File: src/rtl/mem_stage.sv
`default_nettype none
// +--------------------------------------------------------------------------+
// | mem_stage : MIPS memory-access stage, loads/stores over a req/ack bus    |
// |             with stall request. Optional LL/SC support: MEM_LLSC_EN.     |
// | Revision  : 1.0                                                          |
// +--------------------------------------------------------------------------+
module mem_stage (
  input  logic        clk,
  input  logic        rst,
  input  logic [4:0]  i_wd,
  input  logic        i_wreg,
  input  logic [31:0] i_wdata,
  input  logic [31:0] i_hi,
  input  logic [31:0] i_lo,
  input  logic        i_whilo,
  input  logic [3:0]  i_op,
  input  logic [31:0] i_addr,
  input  logic [31:0] i_store_data,
  output logic        dbus_req,
  output logic        dbus_we,
  output logic [31:0] dbus_addr,
  output logic [3:0]  dbus_sel,
  output logic [31:0] dbus_wdata,
  input  logic        dbus_ack,
  input  logic [31:0] dbus_rdata,
  output logic [4:0]  mem_wd,
  output logic        mem_wreg,
  output logic [31:0] mem_wdata,
  output logic [31:0] mem_hi,
  output logic [31:0] mem_lo,
  output logic        mem_whilo,
  output logic        stallreq
);

  localparam logic [3:0] c_OP_LB  = 4'd1;
  localparam logic [3:0] c_OP_LBU = 4'd2;
  localparam logic [3:0] c_OP_LH  = 4'd3;
  localparam logic [3:0] c_OP_LHU = 4'd4;
  localparam logic [3:0] c_OP_LW  = 4'd5;
  localparam logic [3:0] c_OP_SB  = 4'd6;
  localparam logic [3:0] c_OP_SH  = 4'd7;
  localparam logic [3:0] c_OP_SW  = 4'd8;
`ifdef MEM_LLSC_EN
  localparam logic [3:0] c_OP_LL  = 4'd9;
  localparam logic [3:0] c_OP_SC  = 4'd10;
`endif

  typedef enum logic [1:0] {
    S_IDLE = 2'd0,
    S_REQ  = 2'd1,
    S_DONE = 2'd2
  } state_t;

  state_t      state_q, state_d;
  logic        req_q, we_q;
  logic [31:0] addr_q, wdata_q, rdata_q;
  logic [3:0]  sel_q, op_q;
  logic [1:0]  off_q;
`ifdef MEM_LLSC_EN
  logic        llbit_q;
`endif

  logic        w_load, w_store, w_mem, w_sc_fail, w_byte, w_half, w_ret;
  logic [3:0]  w_sel;
  logic [31:0] w_wdata, w_load_val;
  logic [7:0]  w_b;
  logic [15:0] w_h;

  // Request-side decode from the EX/MEM inputs (held stable while stalled).
  always_comb begin
    w_load    = (i_op >= c_OP_LB) && (i_op <= c_OP_LW);
    w_store   = (i_op == c_OP_SB) || (i_op == c_OP_SH) || (i_op == c_OP_SW);
    w_sc_fail = 1'b0;
`ifdef MEM_LLSC_EN
    if (i_op == c_OP_LL) w_load = 1'b1;
    if (i_op == c_OP_SC) begin
      w_store   = llbit_q;
      w_sc_fail = !llbit_q;
    end
`endif
    w_mem  = w_load || w_store;
    w_byte = (i_op == c_OP_LB) || (i_op == c_OP_LBU) || (i_op == c_OP_SB);
    w_half = (i_op == c_OP_LH) || (i_op == c_OP_LHU) || (i_op == c_OP_SH);
    if (w_byte)      w_sel = 4'b1000 >> i_addr[1:0];
    else if (w_half) w_sel = i_addr[1] ? 4'b0011 : 4'b1100;
    else             w_sel = 4'b1111;
    if (i_op == c_OP_SB)      w_wdata = {4{i_store_data[7:0]}};
    else if (i_op == c_OP_SH) w_wdata = {2{i_store_data[15:0]}};
    else                      w_wdata = i_store_data;
  end

  always_comb begin
    state_d = state_q;
    case (state_q)
      S_IDLE:  if (w_mem) state_d = S_REQ;
      S_REQ:   if (dbus_ack) state_d = S_DONE;
      S_DONE:  state_d = S_IDLE;
      default: state_d = S_IDLE;
    endcase
  end

  // Lane extraction uses the op/offset latched at request time.
  always_comb begin
    case (off_q)
      2'd0:    w_b = dbus_rdata[31:24];
      2'd1:    w_b = dbus_rdata[23:16];
      2'd2:    w_b = dbus_rdata[15:8];
      default: w_b = dbus_rdata[7:0];
    endcase
    w_h = off_q[1] ? dbus_rdata[15:0] : dbus_rdata[31:16];
    case (op_q)
      c_OP_LB:  w_load_val = {{24{w_b[7]}}, w_b};
      c_OP_LBU: w_load_val = {24'd0, w_b};
      c_OP_LH:  w_load_val = {{16{w_h[15]}}, w_h};
      c_OP_LHU: w_load_val = {16'd0, w_h};
`ifdef MEM_LLSC_EN
      c_OP_SC:  w_load_val = 32'd1;
`endif
      default:  w_load_val = dbus_rdata;
    endcase
    w_ret = (op_q >= c_OP_LB) && (op_q <= c_OP_LW);
`ifdef MEM_LLSC_EN
    if ((op_q == c_OP_LL) || (op_q == c_OP_SC)) w_ret = 1'b1;
`endif
  end

  always_ff @(posedge clk) begin
    if (rst) begin
      state_q <= S_IDLE;
      req_q   <= 1'b0;
      we_q    <= 1'b0;
      addr_q  <= 32'd0;
      sel_q   <= 4'd0;
      wdata_q <= 32'd0;
      rdata_q <= 32'd0;
      op_q    <= 4'd0;
      off_q   <= 2'd0;
    end else begin
      state_q <= state_d;
      if ((state_q == S_IDLE) && w_mem) begin
        req_q   <= 1'b1;
        we_q    <= w_store;
        addr_q  <= {i_addr[31:2], 2'b00};
        sel_q   <= w_sel;
        wdata_q <= w_wdata;
        op_q    <= i_op;
        off_q   <= i_addr[1:0];
      end
      if ((state_q == S_REQ) && dbus_ack) begin
        req_q   <= 1'b0;
        rdata_q <= w_load_val;
      end
    end
  end

`ifdef MEM_LLSC_EN
  always_ff @(posedge clk) begin
    if (rst) begin
      llbit_q <= 1'b0;
    end else if ((state_q == S_REQ) && dbus_ack) begin
      if (op_q == c_OP_LL)      llbit_q <= 1'b1;
      else if (op_q == c_OP_SC) llbit_q <= 1'b0;
    end
  end
`endif

  assign dbus_req   = req_q;
  assign dbus_we    = we_q;
  assign dbus_addr  = addr_q;
  assign dbus_sel   = sel_q;
  assign dbus_wdata = wdata_q;

  always_comb begin
    mem_wd    = i_wd;
    mem_wreg  = i_wreg;
    mem_wdata = i_wdata;
    mem_hi    = i_hi;
    mem_lo    = i_lo;
    mem_whilo = i_whilo;
    stallreq  = ((state_q == S_IDLE) && w_mem) || (state_q == S_REQ);
    if ((state_q == S_IDLE) && w_sc_fail) mem_wdata = 32'd0;
    if ((state_q == S_DONE) && w_ret)     mem_wdata = rdata_q;
    if (rst) begin
      mem_wd    = 5'd0;
      mem_wreg  = 1'b0;
      mem_wdata = 32'd0;
      mem_hi    = 32'd0;
      mem_lo    = 32'd0;
      mem_whilo = 1'b0;
      stallreq  = 1'b0;
    end
  end

endmodule
`default_nettype wire

File: config.mk
export PLATFORM = sky130hd
export DESIGN_NAME = mem_stage
export DESIGN_NICKNAME = d
export VERILOG_FILES = /design/src/rtl/mem_stage.sv
export SDC_FILE = /design/constraint.sdc
export NUM_CORES = 1
export LEC_CHECK = 0
export CELL_PAD_IN_SITES_DETAIL_PLACEMENT = 0
export CELL_PAD_IN_SITES_GLOBAL_PLACEMENT = 2
export CORE_MARGIN = 2
export CORE_UTILIZATION = 19
export DETAILED_ROUTE_END_ITERATION = 10
export PLACE_DENSITY = 0.83
export RECOVER_POWER = 25
export SYNTH_ARGS = -nofsm -noshare
export SYNTH_HDL_FRONTEND = slang
export SYNTH_SLANG_ARGS = --single-unit
File: constraint.sdc
create_clock -name clk -period 2 [get_ports clk]
set_input_delay 0.4 -clock clk [delete_from_list [all_inputs] [get_ports clk]]
set_output_delay 0.4 -clock clk [all_outputs]
set_load 0.05 [all_outputs]
-- Word level (Yosys, flattened, before mapping)
Index checks and enable logic that the tools add are counted.
- flip-flop bits (word level): 108
- latch bits: 0
- memory bits (writable): 0
- ROM bits: 0
- input bits: 206
- output and inout port bits: 174
- memories kept: 0
- $add $sub $neg: 0
- multiply operators: 0
- div/mod/pow operators: 0
- $lt $le $gt $ge: 4
- equal/unequal tests: 17
- shifts and indexed selects: 1
- multiplexer cells: 19
- bitwise operators: 0
- reductions and logical operators: 17
- operators by type and width (cell ; number):
    32-bit two-way mux ; 6
    32-bit case mux with 4 select lines ; 1
    8-bit case mux with 3 select lines ; 1
    4-bit by 2-bit equality test with 1-bit output (second input constant) ; 4
    4-bit by 3-bit equality test with 1-bit output (second input constant) ; 4
    16-bit two-way mux ; 1
    4-bit two-way mux ; 3
    4-bit by 1-bit equality test with 1-bit output (second input constant) ; 2
    4-bit by 1-bit greater-or-equal comparator with 1-bit output (second input constant) ; 2
    4-bit by 3-bit <= comparator with 1-bit output (second input constant) ; 2
    1-bit logical OR ; 8
    1-bit logical AND ; 5
    5-bit two-way mux ; 1
    2-bit by 1-bit equality test with 1-bit output (second input constant) ; 2
    2-bit equality test (second input constant) ; 2
    4-bit equality test (second input constant) ; 1
    2-bit logical NOT ; 2
    2-bit two-way mux ; 2
    2-bit inequality test (second input constant) ; 2
    2-bit case mux with 2 select lines ; 1
    4-bit by 2-bit right shift with 4-bit output (first input constant) ; 1
    1-bit two-way mux ; 3
    2-bit AND reduction ; 1
    2-bit OR reduction ; 1

-- Longest topological paths before layout
Gate-level depths: netlist (run 1).
- word-level depth: 7
- depth in mapped cells: 7
- depth with buffers taken out: 4

-- Worst setup path after synthesis (run 1)
OpenSTA, ideal clock, no wires.
- path type: register -> output
- start: reg op_q[2]
- end: out mem_wdata[10]
- data arrival time: 2079 ps
- slack: -479 ps
- cell stages (with the launch flop): 8
- path buffers: 3
- cell sequence: dfxtp_1 > buf_2 > a211oi_1 > and3b_1 > clkbuf_1 > buf_2 > nand2_1 > a21oi_1
- word-level cells in the longest chain between the ends: 5
- elaborated cells on any way between the ends: 6
- those cells by class: 2 x order compare; 2 x mux; 2 x reduce/logical
- ends and longest elaborated chain (what ; line ; source):
    start, declared ; 57 ; logic [3:0] sel_q, op_q;
    start signal, assigned ; 146 ; op_q <= i_op;
    4-bit by 1-bit greater-or-equal comparator with 1-bit output or 4-bit by 3-bit <= comparator with 1-bit output (tied branches) ; 121 ; w_ret = (op_q >= c_OP_LB) && (op_q <= c_OP_LW);
    1-bit logical AND * ; 121 ;
    1-bit logical AND * ; 182 ; if ((state_q == S_DONE) && w_ret) mem_wdata = rdata_q;
    32-bit two-way mux * ; 182 ;
    32-bit two-way mux * ; 183 ; if (rst) begin
    end, declared ; 28 ; output logic [31:0] mem_wdata,
Every way passes the cells marked *; elsewhere a longest branch is shown, timed or not.

-- Final worst setup path (run 1)
- start: reg op_q[2]
- end: out mem_wdata[15]
The elaborated chain is that of the path after synthesis.

==> results of run 1 <==
## report_power, final
part | total, uW | switching (uW) | internal [uW]
logic | 2960 | 1760 | 1200
registers | 2430 | 103 | 2330
clock network | 2040 | 913 | 1130
total | 7430 | 2770 | 4660
## final timing paths
check	from	slack, ns	depth (start not counted)	end
worst max-delay path	op_q[2]	-0.29	6	mem_wdata[15]
worst min-delay path	dbus_addr[19]	0.45	2	dbus_addr[19]
worst max register to register	state_q[0]	0.05	6	dbus_wdata[25]
worst min register to register	dbus_addr[19]	0.45	2	dbus_addr[19]
## synth_stat cells, types with 2 or more instances
cell type	number
sky130_fd_sc_hd__nand2_1	200
sky130_fd_sc_hd__or3_1	3
sky130_fd_sc_hd__buf_4	5
sky130_fd_sc_hd__nand2b_1	4
sky130_fd_sc_hd__nand3b_1	2
sky130_fd_sc_hd__a21oi_1	95
sky130_fd_sc_hd__a211oi_1	12
sky130_fd_sc_hd__nor3_1	10
sky130_fd_sc_hd__o211ai_1	8
sky130_fd_sc_hd__a211oi_2	26
sky130_fd_sc_hd__nor2_1	58
sky130_fd_sc_hd__mux2_2	8
sky130_fd_sc_hd__nor2b_1	75
sky130_fd_sc_hd__a2111oi_2	6
sky130_fd_sc_hd__mux4_1	7
sky130_fd_sc_hd__buf_2	20
sky130_fd_sc_hd__o31ai_1	8
sky130_fd_sc_hd__buf_6	8
sky130_fd_sc_hd__and3b_1	4
sky130_fd_sc_hd__clkbuf_1	35
sky130_fd_sc_hd__dfxtp_1	108
sky130_fd_sc_hd__o21a_1	2
sky130_fd_sc_hd__mux2i_1	26
sky130_fd_sc_hd__o21ai_0	10
## critical path, delay by kind of cell (launching register included)
| kind | cells | cell delay (ns) |
|---|---|---|
| AO/OA/AOI/OAI | 2 | 0.46 |
| AND/OR/NAND/NOR | 2 | 0.40 |
| flip-flops | 1 | 0.34 |
| buffers and inverters | 2 | 0.34 |
## per-layer routing
metal,track usage,share of wire
met5,0,0
met2,0.242,0.47
met4,0.0355,0.012
met1,0.201,0.46
met3,0.0335,0.056
## repair_timing
item,4_1_cts,5_1_grt
gates resized for setup,12,4
buffers inserted,1,0
setup endpoints to repair,33,36
pin swaps,1,0
## registers in the layout (all words and copies together), names as in the netlist
| register | count |
|---|---|
| dbus_sel | 4 |
| op_q | 4 |
| dbus_req | 1 |
| off_q | 2 |
| dbus_addr | 30 |
| dbus_wdata | 32 |
| dbus_we | 1 |
| rdata_q | 32 |
| state_q | 2 |
## layout make-up
cell class	count	area [sq um]	area share
diodes	1	2.50	0.000224
clock buffers	10	229	0.0205
clock inverters	6	103	0.00918
inverters	1	3.75	0.000336
multi-input cells	587	3900	0.349
flip-flops and latches	108	2160	0.194
well taps	402	503	0.0450
repair buffers	430	4270	0.382
## through the flow
| step | cells | instance area (sq um) | power [uW] |
|---|---|---|---|
| after floorplan | 766 | 6410 | 4200 |
| after global placement | 1527 | 11000 | 5500 |
| after detailed placement | 1527 | 11000 | 5520 |
| after CTS | 1544 | 11400 | 7580 |
| after global routing | 1544 | 11200 | 7780 |
| final | 1545 | 11200 | 7430 |
## logic make-up (layout without fill, tap and decap cells)
kind of cell    count (synthesis)  after routing  share of synthesized area
mux                            42             42                     0.0922
xor+xnor                        1              1                    0.00145
simple gates                  365            365                      0.274
compound gates                177            177                      0.212
flops                         108            108                      0.358
other cells                     1              3                   0.000621
buf+inv                        71            447                     0.0616
==> impl_summary.log, run 1 <==
[metrics] initial antenna violation count: 0
[metrics] Leakage: 0.00416 uW
[metrics] Max Clk Rate: approximately 440 MHz
[metrics] share of the synthesized area in the top cell type: 0.358
[metrics] Final Net Count: between 1000 and 1500
[metrics] Worst Max-Slew Pin Slew: a little under 1 ns
[metrics] Num CTS Buffers: 9
[metrics] violation count after the first detailed-routing iteration: just over 300
[metrics] TNS Setup: -8.07 ns
[metrics] main area contributors after synthesis: sky130_fd_sc_hd__dfxtp_1 (36%), sky130_fd_sc_hd__nand2_1 (12%), sky130_fd_sc_hd__a21oi_1 (7.9%)
[metrics] status: complete, but fails checks
[metrics] placement row count: 65
[metrics] number of optimization iterations in the first detailed-route pass: 5
[metrics] maximum capacitance violations: 0
[metrics] largest stage delay on the critical path: ~0.34 ns
[metrics] end-of-flow core utilization: 0.356
[metrics] skew final: roughly 0.019 ns
[metrics] CP Launch Type: flip-flop
[metrics] worst min path class: flip-flop to flip-flop
[metrics] total of flip-flops plus latches after synthesis: around 110
[metrics] most frequent standard cell in the layout excluding fill and tap cells: sky130_fd_sc_hd__clkdlybuf4s50_1
[metrics] clk root buf: sky130_fd_sc_hd__clkbuf_16
[metrics] mean area per synthesized cell: 7.89 sq um
[metrics] cell accounting for the most synthesized area: sky130_fd_sc_hd__dfxtp_1
[metrics] layout cells sized above 1: 0.227
[metrics] min setup slack post-route: -0.293 ns
[metrics] Peak supply drop: 0.434 mV
[metrics] Top FF cell, synth: sky130_fd_sc_hd__dfxtp_1
[metrics] Worst-Skew Late Latency: between 0.3 and 0.4 ns
[metrics] Critical Path AT: ~1.9 ns
[metrics] setup repair after global routing missed its margin: yes
[metrics] Seq/Total Area, Yosys: 0.358
[metrics] sum of routed wire length over all layers: about 26 mm
[metrics] library cells used by synthesis: 49
[metrics] GR Overflow Total: 0
[metrics] quantity of I/O buffers inserted on ports: roughly 380
[metrics] Layout fillers: about 3300
[metrics] Final period util: 1.15
[metrics] wire length of the first global-routing pass: between 30 and 40 mm
[metrics] Required @ worst endpoint: approximately 1.6 ns
[metrics] number of buffers between clock root and the deepest sink: 2
[metrics] largest net degree at the start of global routing: 64
[metrics] Die Y: between 150 and 200 microns
[metrics] failing checks: setup timing
[metrics] maximum fanout along the worst path: 32
[metrics] cell at the slowest stage of the critical path: sky130_fd_sc_hd__dfxtp_2
[metrics] die area: around 33000 sq um
[metrics] clock tree from TritonCTS: done
[metrics] vias per cell: ~4.3
[metrics] number of remaining DRC errors: 0
[metrics] CP cell instances: a211oi_2 -> and3b_2 -> buf_12 -> nand2_1 -> a21oi_4 -> buf_12
[metrics] Post-synth ARST share: 0
[metrics] via count: ~6700
[metrics] commonest non-fill, non-tap cells in the layout: sky130_fd_sc_hd__clkdlybuf4s50_1 (247), sky130_fd_sc_hd__nand2_1 (199), sky130_fd_sc_hd__dfxtp_1 (106), sky130_fd_sc_hd__nor2b_1 (75), sky130_fd_sc_hd__buf_4 (74)
[metrics] ratio of total power to cell area: about 660 nW/um^2
[metrics] final RePlAce weighted congestion: around 0.75
[metrics] setup-violating endpoint count in the final report: 33
[metrics] detailed placer's ending HPWL: ~20 mm
[metrics] most prevalent standard cell on the critical path: sky130_fd_sc_hd__buf_12
[metrics] clock-pin slew on the worst setup and hold paths: 0.07 ns
[metrics] H-tree levels: 3
[metrics] synthesis warning total: 0
[metrics] post-placement setup slack: -0.256 ns
[metrics] number of global-route vias before repair: roughly 6600
[metrics] Critical Path End Type: primary output
[metrics] Routed Antenna Nets: 0
[metrics] total global-route track usage: 0.149
[metrics] number of flops mapped to enable cells by yosys: 0
[metrics] gate count of the mapped netlist: 765
[metrics] number of buffers inserted by hold repair at cts: 0
[metrics] final max-slew violation count: 0
[metrics] hold slack final: roughly 0.45 ns
[metrics] area of the mapped netlist: 6040 sq um
[metrics] Routed WL per cell: between 15 and 20 microns
[metrics] number of clock sinks seen by CTS: around 110
[metrics] clock period minus final worst setup slack: approximately 2.3 ns
[metrics] total core area: between 30000 and 40000 sq um
[metrics] slew margin rel.: 0.346
[metrics] post-synthesis to final-layout area growth: 85.1%
[metrics] width of the die: approximately 180 microns
[metrics] number of top-level design ports: between 300 and 400
[metrics] crit path kind: flip-flop to primary output
[metrics] initial core utilization: 0.192
[metrics] final hold vios: 0
No activity file was read; power rests on OpenSTA's default activity.
==> run 2, diff against run 1 <==
--- a/config.mk
+++ b/config.mk
@@ -5,12 +5,13 @@
 export SDC_FILE = /design/constraint.sdc
 export NUM_CORES = 1
 export LEC_CHECK = 0
+export ABC_AREA = 1
 export CELL_PAD_IN_SITES_DETAIL_PLACEMENT = 0
 export CELL_PAD_IN_SITES_GLOBAL_PLACEMENT = 2
 export CORE_MARGIN = 2
-export CORE_UTILIZATION = 19
+export CORE_UTILIZATION = 18
 export DETAILED_ROUTE_END_ITERATION = 10
-export PLACE_DENSITY = 0.83
+export PLACE_DENSITY = 0.85
 export RECOVER_POWER = 25
 export SYNTH_ARGS = -nofsm -noshare
 export SYNTH_HDL_FRONTEND = slang
==> impl_summary.log, run 2 <==
[metrics] worst flop-to-flop path endpoint: rdata_q[14]
[metrics] gate count of the mapped netlist: around 1000
[metrics] initial antenna violation count: 3
[metrics] number of optimization iterations in the first detailed-route pass: 5
[metrics] Die Y: 190 microns
[metrics] Worst Max-Slew Pin Slew: around 0.74 ns
[metrics] Seq/Total Area, Yosys: 0.347
[metrics] width of the die: between 150 and 200 microns
[metrics] H-tree levels: 3
[metrics] setup-violating endpoint count in the final report: 33
[metrics] Final Net Count: ~1600
[metrics] initial core utilization: 0.182
[metrics] GR Overflow Total: 0
[metrics] Final period util: 1.07
[metrics] post-placement setup slack: -0.164 ns
[metrics] total of flip-flops plus latches after synthesis: between 100 and 150
[metrics] synth cell count leaders: sky130_fd_sc_hd__nand2_1 (238), sky130_fd_sc_hd__nor2_1 (196), sky130_fd_sc_hd__inv_1 (132)
[metrics] status: complete, but fails checks
[metrics] main area contributors after synthesis: sky130_fd_sc_hd__dfxtp_1 (35%), sky130_fd_sc_hd__nand2_1 (14%), sky130_fd_sc_hd__nor2_1 (12%)
[metrics] largest net degree at the start of global routing: 56
[metrics] Top FF cell, synth: sky130_fd_sc_hd__dfxtp_1
[metrics] share of the synthesized area in the top cell type: 0.347
[metrics] number of remaining DRC errors: 0
[metrics] number of buffers between clock root and the deepest sink: 2
[metrics] total core area: around 34000 sq um
[metrics] clock period minus final worst setup slack: 2.14 ns
[metrics] worst min path class: flip-flop to flip-flop
[metrics] number of top-level design ports: 380
[metrics] area of the mapped netlist: roughly 6200 sq um
[metrics] final max-slew violation count: 0
[metrics] synthesis warning total: 0
[metrics] number of flops mapped to enable cells by yosys: 0
[metrics] Num CTS Buffers: 9
[metrics] commonest non-fill, non-tap cells in the layout: sky130_fd_sc_hd__clkdlybuf4s50_1 (247), sky130_fd_sc_hd__nand2_1 (235), sky130_fd_sc_hd__nor2_1 (195), sky130_fd_sc_hd__inv_1 (127), sky130_fd_sc_hd__o21ai_0 (111)
[metrics] layout cells sized above 1: 0.181
[metrics] most frequent standard cell in the layout excluding fill and tap cells: sky130_fd_sc_hd__clkdlybuf4s50_1
[metrics] min setup slack post-route: -0.142 ns
[metrics] post-synthesis to final-layout area growth: 79.6%
[metrics] clock-pin slew on the worst setup and hold paths: 0.09 ns
[metrics] Cells after DPL: about 1900
[metrics] end point of the worst hold path: rdata_q[1]
[metrics] clk root buf: sky130_fd_sc_hd__clkbuf_16
[metrics] maximum capacitance violations: 0
[metrics] Required @ worst endpoint: approximately 1.6 ns
[metrics] ratio of total power to cell area: 691 nW/um^2
[metrics] final standard cell count with taps included and fillers excluded: 1879
[metrics] Max Clk Rate: 467 MHz
[metrics] wire length of the first global-routing pass: roughly 40 mm
[metrics] Post-synth ARST share: 0
[metrics] vias per cell: just over 4
[metrics] end-of-flow core utilization: 0.326
[metrics] hold path cells: 2
[metrics] launching point of the worst reg2reg path: op_q[3]
[metrics] Critical Path End Type: primary output
[metrics] quantity of I/O buffers inserted on ports: 377
[metrics] Routed WL per cell: approximately 15 microns
[metrics] detailed placer's ending HPWL: around 21 mm
[metrics] sum of routed wire length over all layers: ~27 mm
[metrics] final hold vios: 0
[metrics] Worst-Skew Late Latency: around 0.37 ns
[metrics] Critical Path AT: about 1.7 ns
[metrics] library cells used by synthesis: 25
[metrics] Leakage: approximately 0.0052 uW
[metrics] Routed Antenna Nets: 0
[metrics] R2R Setup Slk: around 0.23 ns
[metrics] number of clock sinks seen by CTS: between 100 and 150
[metrics] placement row count: between 60 and 70
[metrics] slew margin rel.: 0.504
[metrics] skew final: slightly below 0.02 ns
[metrics] via count: 7720
[metrics] number of buffers inserted by hold repair at cts: 0
[metrics] crit path kind: flip-flop to primary output
[metrics] CP Launch Type: flip-flop
[metrics] mean area per synthesized cell: about 6 sq um
[metrics] final RePlAce weighted congestion: approximately 0.8
[metrics] die area: roughly 36000 sq um
[metrics] failing checks: setup timing
[metrics] worst min-delay path startpoint: rdata_q[1]
[metrics] setup repair after global routing missed its margin: yes
[metrics] most numerous cell in the Yosys netlist: sky130_fd_sc_hd__nand2_1
[metrics] total global-route track usage: 0.142
[metrics] violation count after the first detailed-routing iteration: 310
[metrics] clock tree from TritonCTS: done
[metrics] maximum fanout along the worst path: 16
[metrics] cell accounting for the most synthesized area: sky130_fd_sc_hd__dfxtp_1
[metrics] number of global-route vias before repair: approximately 7200
[metrics] Peak supply drop: around 0.38 mV
[metrics] FF-to-FF path depth: 10
run 2: through the flow:
step           area (sq um)  power, uW  hold WS, ns  setup TNS, ns
2_1_floorplan          6350       4410        0.427         -0.395
3_3_place_gp          10600       5700        0.442          -5.17
3_5_place_dp          10600       5720        0.446          -6.94
4_1_cts               11100       7880        0.460          -4.81
5_1_grt               11200       8160        0.481          -6.46
6_report              11200       7740        0.459          -3.43
run 2: where the power goes:
| group | total [uW] | switching, uW | internal [uW] |
|---|---|---|---|
| logic | 3280 | 2040 | 1250 |
| clock network | 1960 | 1040 | 921 |
| registers | 2490 | 128 | 2360 |
run 2: critical path, stage by stage (launching register included):
cell and delay, ns:
sky130_fd_sc_hd__dfxtp_2 0.35, sky130_fd_sc_hd__inv_2 0.08, sky130_fd_sc_hd__nand2_4 0.05, sky130_fd_sc_hd__o21ai_4 0.21, sky130_fd_sc_hd__buf_12 0.20, sky130_fd_sc_hd__nand3_1 0.13, sky130_fd_sc_hd__a21oi_2 0.19, sky130_fd_sc_hd__buf_6 0.17
run 2: cells by family (layout without fill, tap and decap cells):
logic type / after synthesis / in the layout / share of synthesized area
simple gates: 518 / 518 / 0.337
compound gates: 208 / 208 / 0.176
buf+inv: 203 / 587 / 0.140
flops: 108 / 108 / 0.347
other cells: 1 / 3 / 0.000601
run 2: metal layers:
layer,track usage,wire length [microns],vias up
met3,0.0362,2050,29
li1,-,-,3985
met2,0.255,13400,285
met1,0.165,11400,3417
met5,0,27,-
met4,0.0429,469,4
run 2: what timing repair did:
| action | CTS | global route |
|---|---|---|
| hold endpoints to repair | 0 | 0 |
| cloned | 2 | 1 |
| resized for setup | 55 | 28 |
| pin swaps | 10 | 9 |
| buffers inserted | 2 | 3 |
| endpoints found under the setup margin | 33 | 34 |
run 2: worst max path at each step:
stage               depth (start not counted)       endpoint  slack (ns)  startpoint
finish                                      7  mem_wdata[21]       -0.14     op_q[3]
global route                                7  mem_wdata[21]       -0.22     op_q[3]
CTS                                         8  mem_wdata[31]       -0.18     op_q[3]
detailed placement                          7       stallreq       -0.16     i_op[0]
global placement                            7       stallreq       -0.16     i_op[0]
floorplan                                   4     mem_hi[10]       -0.01         rst
run 2: layout make-up:
cell class	count	area (sq um)
well taps	455	569
inverters	137	515
flip-flops and latches	108	2170
repair buffers	434	4160
clock inverters	7	96.3
fillers	3771	23100
diodes	1	2.50
clock buffers	9	225
multi-input cells	728	3460
